**config.mk**
```make
export PLATFORM = sky130hd
export DESIGN_NAME = serial_adder_ctrl
export DESIGN_NICKNAME = d
export VERILOG_FILES = /design/src/rtl/serial_adder_ctrl.sv
export SDC_FILE = /design/constraint.sdc
export NUM_CORES = 1
export LEC_CHECK = 0
export ABC_AREA = 1
export CORE_MARGIN = 4
export CORE_UTILIZATION = 45
export CTS_CLUSTER_DIAMETER = 30
export CTS_CLUSTER_SIZE = 20
export DETAILED_ROUTE_END_ITERATION = 10
export GPL_TIMING_DRIVEN = 0
export PLACE_DENSITY = 0.7
export SYNTH_ARGS = -nofsm -noshare
export SYNTH_HDL_FRONTEND = slang
export SYNTH_SLANG_ARGS = --single-unit
```
**constraint.sdc**
```tcl
create_clock -name clk -period 2.75 [get_ports clk]
set_input_delay 0.275 -clock clk [delete_from_list [all_inputs] [get_ports clk]]
set_output_delay 0.275 -clock clk [all_outputs]
set_load 0.02 [all_outputs]
```
**src/rtl/serial_adder_ctrl.sv**
```systemverilog
// Bit-serial adder controller: one full-adder cell reused over WIDTH cycles, LSB first.
// Optional subtract mode is compiled in with the SUB_EN macro.
module serial_adder_ctrl #(
    parameter int unsigned WIDTH = 8
) (
    input  logic             clk,
    input  logic             rst,
    input  logic             start,
    input  logic [WIDTH-1:0] a,
    input  logic [WIDTH-1:0] b,
    input  logic             sub,
    output logic             busy,
    output logic             done,
    output logic [WIDTH-1:0] sum,
    output logic             c_out
);

    localparam int unsigned CNT_W = (WIDTH > 1) ? $clog2(WIDTH) : 1;

    typedef enum logic [1:0] {
        IDLE = 2'd0,
        RUN  = 2'd1,
        DONE = 2'd2
    } state_t;

    state_t             state;
    state_t             state_next;
    logic [WIDTH-1:0]   sa;
    logic [WIDTH-1:0]   sb;
    logic [WIDTH-1:0]   res;
    logic               carry;
    logic [CNT_W-1:0]   cnt;
    logic               sub_sel;
    logic               fa_sum;
    logic               fa_cout;

`ifdef SUB_EN
    assign sub_sel = sub;
`else
    logic sub_unused;
    assign sub_unused = sub;
    assign sub_sel    = 1'b0;
`endif

    // Shared 1-bit full-adder datapath cell.
    assign fa_sum  = sa[0] ^ sb[0] ^ carry;
    assign fa_cout = (sa[0] & sb[0]) | (carry & (sa[0] ^ sb[0]));

    // Next-state logic.
    always_comb begin
        state_next = state;
        case (state)
            IDLE:    if (start) state_next = RUN;
            RUN:     if (cnt == CNT_W'(WIDTH - 1)) state_next = DONE;
            DONE:    state_next = IDLE;
            default: state_next = IDLE;
        endcase
    end

    always_ff @(posedge clk) begin
        if (rst) state <= IDLE;
        else     state <= state_next;
    end

    // Operand shifters, carry, counter and registered outputs.
    always_ff @(posedge clk) begin
        if (rst) begin
            sa    <= '0;
            sb    <= '0;
            res   <= '0;
            carry <= 1'b0;
            cnt   <= '0;
            sum   <= '0;
            c_out <= 1'b0;
            busy  <= 1'b0;
            done  <= 1'b0;
        end else begin
            busy <= (state_next == RUN);
            done <= (state == DONE);
            case (state)
                IDLE: begin
                    if (start) begin
                        sa    <= a;
                        sb    <= sub_sel ? ~b : b;
                        carry <= sub_sel;
                        cnt   <= '0;
                    end
                end
                RUN: begin
                    sa    <= sa >> 1;
                    sb    <= sb >> 1;
                    res   <= {fa_sum, res[WIDTH-1:1]};
                    carry <= fa_cout;
                    cnt   <= cnt + CNT_W'(1);
                end
                DONE: begin
                    sum   <= res;
                    c_out <= carry;
                end
                default: ;
            endcase
        end
    end

endmodule

```
After elaboration in Yosys (flattened, before gate mapping)
Index checks and enable logic that the tools add are counted.

storage, ports and cells
  register bits = 41
  output and inout bits = 11
  word-level logic and storage cells = 35

operators by class
  add/sub/neg operators = 1
  eq/ne operators = 5
  muxes and demuxes = 11
  bitwise gates (word level) = 5
  reduce and logical (&&, ||, !) cells = 3

operators by type and width
  kind                 count
  $pmux 8 s2           2
  $mux 8               2
  $pmux 3 s2           1
  $eq 2x1->1 const B   2
  $mux 2               2
  $pmux 2 s2           1
  $add 3x1->3 const B  1
  $eq 3x3->1 const B   1
  $mux 3               1
  $and 1x1->1          2
  $eq 2x2->1 const B   1
  $logic_not 2->1      1
  $ne 2x2->1 const B   1
  $pmux 1 s2           1
  $reduce_and 2->1     1
  $reduce_bool 2->1    1
  $xor 1x1->1          2
  $mux 1               1
  $or 1x1->1           1

Depth between registers and ports, before layout
  word-level depth = 4
  mapped depth = 7
  mapped depth without buffers = 6

Least setup slack after synthesis
OpenSTA, ideal clock, no wires.

  path type = register -> register
  start = reg sa[0]
  end = reg res[7]
  setup time = 0.113 ns
  data arrival time = 0.987 ns
  slack = 1.650 ns
  cell stages (with the launch flop) = 6
  path buffers = 0
  clock period less this slack = 1.100 ns
  path through = dfxtp_1 > inv_1 > fa_1 > nand2_1 > nand2_1 > nor2_1

on the way
  word-level cells in the longest chain between the ends = 2

RTL lines
  element                    line  source
  start, declared            28    logic [WIDTH-1:0] sa;
  start signal, assigned     90    sa <= sa >> 1;
  $xor 1x1->1 (2 in series)  46    assign fa_sum = sa[0] ^ sb[0] ^ carry;
  end signal, assigned       92    res <= {fa_sum, res[WIDTH-1:1]};
  end, declared              30    logic [WIDTH-1:0] res;

No other way between the ends.
A chain may end at the register's enable or synchronous reset.

Final worst setup path
  start = reg sum[1]
  end = out sum[1]

RTL lines
  element                 line  source
  start, declared         14    output logic [WIDTH-1:0] sum,
  start signal, assigned  97    sum <= res;

No word-level cell between the ends.

==> run summary <==
RUN STATUS
--------------------------------------------------------------------------------
Result of the run ................................................. finished, final reports clean

TIMING
--------------------------------------------------------------------------------
Worst-case clock skew .............................................      7.66 ps
Fmax ..............................................................    0.663 GHz
Post-route setup slack ............................................      1240 ps
Unrepaired setup endpoints after global routing ...................           no
Number of hold violations in the final report .....................            0
Final-layout setup total negative slack ...........................         0 ps
Minimum clock period after layout .................................      1510 ps
Worst slew pin tran ...............................................       406 ps
Smallest hold slack ...............................................       249 ps
Slew Limit Headroom ...............................................        72.9%
Slew Limit Fails ..................................................            0
Final critical-path share of the clock period .....................        54.9%
Setup-failing EPs final ...........................................            0

CRITICAL PATH
--------------------------------------------------------------------------------
Worst endpoint required time ......................................      2480 ps
Type of element launching the critical path .......................     register
Kind of critical path .............................................   reg -> out
Worst endpoint data arrival time ..................................      1230 ps
Crit path buf inv count ...........................................            1
Type of element capturing the critical path ....................... primary output
Largest delay share family, worst path ............................ buffers and inverters
Critical Path Slowest Stage Cell .................................. sky130_fd_sc_hd__clkdlybuf4s50_1
Critical path peak fanout .........................................            2
Critical path, cell by cell ....................................... clkdlybuf4s50_1
Peak per-stage delay on the critical path .........................       600 ps

FLOORPLAN
--------------------------------------------------------------------------------
Top-level I/O count ...............................................           31
Die area ..........................................................   5080 sq um
Width of the chip .................................................      71.3 um
Rows ..............................................................           22
Die boundary height ...............................................      71.3 um
Starting density of the core ......................................        47.8%
Area inside the core boundary .....................................   3770 sq um

CLOCK NETWORK
--------------------------------------------------------------------------------
Clk Latency, worst-skew pair ......................................       290 ps
CTS root buf ...................................................... sky130_fd_sc_hd__clkbuf_8
Maximum clock insertion buffer count ..............................            2
Sink Count ........................................................           41
Worst-path clk slew ...............................................        80 ps
CTS Buf Count .....................................................            5
PostCTS Resize Cnt ................................................            0
Clock tree from TritonCTS .........................................         done
Number of hold-repair buffers added at the cts stage ..............            0
H-tree depth ......................................................            2
Post-CTS Repair Setup Buffers .....................................            0

FINAL LAYOUT
--------------------------------------------------------------------------------
Nets@finish .......................................................          318
Inserted Diodes ...................................................            0
Fill cell instance count of the final layout ......................          386
Finished Core Util ................................................        58.8%
Fraction of final layout cells with drive strength greater than 1 .        9.52%
Highest-count cells in the layout ignoring fill and taps .......... sky130_fd_sc_hd__nor2_1, sky130_fd_sc_hd__nand2_1, sky130_fd_sc_hd__dfxtp_1
Number of cells in the finished layout apart from fillers .........          342
Area growth, synth to finish ......................................        23.0%
Post-Layout Inst Area .............................................   2220 sq um
Commonest non-fill, non-tap cell in the layout .................... sky130_fd_sc_hd__nor2_1

PLACEMENT
--------------------------------------------------------------------------------
Placed instance area ..............................................   2140 sq um
Port Buffers ......................................................           28
Placed cells ......................................................          336
Routability congestion estimate from global placement .............        0.775
Pre-CTS setup slack ...............................................      1240 ps
HPWL Detailed .....................................................      2500 um

YOSYS
--------------------------------------------------------------------------------
Nets in the synthesized netlist ...................................          283
Area contributors post-synth ...................................... sky130_fd_sc_hd__dfxtp_1, sky130_fd_sc_hd__nor2_1, sky130_fd_sc_hd__nand2_1
Share of the synthesized area in the top cell type ................        45.6%
Post-Synthesis Mean Instance Area .................................   6.93 sq um
Cell variety after synth ..........................................           20
Cell area after technology mapping ................................   1800 sq um
Seq/Total Area, Yosys .............................................        45.6%
Yosys synthesis warning count .....................................            0
Synthesized instance count ........................................          260
Post-synthesis cell type with the largest combined area ........... sky130_fd_sc_hd__dfxtp_1
Number of storage elements in the synthesis netlist ...............           41

PWR
--------------------------------------------------------------------------------
IR drop worst, VDD ................................................     0.329 mV
Leak Pwr ..........................................................      1.04 nW
Areal power density over the cells ................................  526 nW/um^2
Design Power ......................................................      1.16 mW

DRT
--------------------------------------------------------------------------------
Via total after detailed routing ..................................        1,539
Iter 0 DRT Violations .............................................           90
Count of nets left with antenna violations after detail routing ...            0
Detail-routed net length per standard cell ........................      10.2 um
Routed wire length ................................................      3470 um
Routed vias/inst ..................................................         4.50
DRC ...............................................................            0
DR pass1 iterations ...............................................            4

GRT
--------------------------------------------------------------------------------
Pin count of the biggest net entering global routing ..............           12
Total routing resource utilization after global routing ...........        15.7%
Via count of the first global-routing pass ........................        1,518
Global-route wire length before repair ............................      6430 um
Aggregate global routing overflow .................................            0
Number of antenna violations at the first check in global routing .            0

JOB
--------------------------------------------------------------------------------
Max-cap viol count ................................................            0

MIN PATH
--------------------------------------------------------------------------------
Path type of the worst min-delay path .............................    in -> reg

-- flip-flops by register name, summed over array words and instances (netlist names) --
| name | cells |
|---|---|
| c_out | 1 |
| busy | 1 |
| sum | 8 |
| cnt | 3 |
| state | 2 |
| done | 1 |
| res | 8 |
| sa | 8 |
| sb | 8 |
| carry | 1 |
-- final timing paths --
check	endpoint	slack [ps]	from	cells after the start
setup / recovery	sum[1]	1240	sum[1]$_SDFFE_PP0P_	1
hold / removal	carry$_SDFFE_PP0P_	250	rst	2
setup reg to reg	sb[5]$_SDFFE_PP0P_	1540	state[1]$_SDFF_PP0_	6
hold reg to reg	sa[7]$_SDFFE_PP0P_	460	sa[7]$_SDFFE_PP0P_	2
-- where the power goes --
| group | switching, mW | internal (mW) | total [mW] | leakage (nW) |
|---|---|---|---|---|
| clock | 0.190 | 0.167 | 0.356 | 0.0399 |
| combinational | 0.0921 | 0.0759 | 0.168 | 0.668 |
| sequential | 0.0146 | 0.626 | 0.640 | 0.337 |
-- synthesized netlist by cell type --
library cell	number
sky130_fd_sc_hd__nor2_1	82
sky130_fd_sc_hd__nand2_1	67
sky130_fd_sc_hd__dfxtp_1	41
sky130_fd_sc_hd__inv_1	21
sky130_fd_sc_hd__o21ai_0	17
sky130_fd_sc_hd__buf_6	5
sky130_fd_sc_hd__buf_2	4
sky130_fd_sc_hd__a21oi_1	3
sky130_fd_sc_hd__inv_2	3
sky130_fd_sc_hd__a21oi_2	2
sky130_fd_sc_hd__ha_1	2
sky130_fd_sc_hd__nand2_2	2
sky130_fd_sc_hd__nand2_4	2
sky130_fd_sc_hd__nand3_1	2
sky130_fd_sc_hd__nor2_4	2
sky130_fd_sc_hd__buf_4	1
sky130_fd_sc_hd__clkbuf_1	1
sky130_fd_sc_hd__fa_1	1
sky130_fd_sc_hd__nor3_1	1
sky130_fd_sc_hd__o21ai_2	1
-- kinds of logic (layout without fill, tap and decap cells) --
group,after synthesis,in the layout,share of synthesized area [%]
AO/OA/AOI/OAI,23,23,7.01
adder cells (fa/ha/maj),3,3,2.50
buffers and inverters,35,69,9.86
AND/OR/NAND/NOR,158,158,35.1
flip-flops,41,41,45.6
-- area by class of cell --
cell class	instances	area [sq um]	area share [%]
buffer	11	87.6	3.95
clock buffer	5	68.8	3.11
clock inverter	1	5.00	0.226
inverter	24	90.1	4.07
multi-input combinational	184	803	36.3
sequential	41	821	37.0
tap	48	60.1	2.71
timing repair buffer	28	280	12.6
-- metal layers --
metal | part of all wire [%] | global-route usage (%) | wire length (um)
met2 | 43 | 25.3 | 1480
met3 | 4.1 | 3.23 | 141
met4 | 2.2 | 8.14 | 75
met5 | 0 | 0 | 0
met1 | 51 | 19.7 | 1780
No activity file was read; power rests on OpenSTA's default activity.
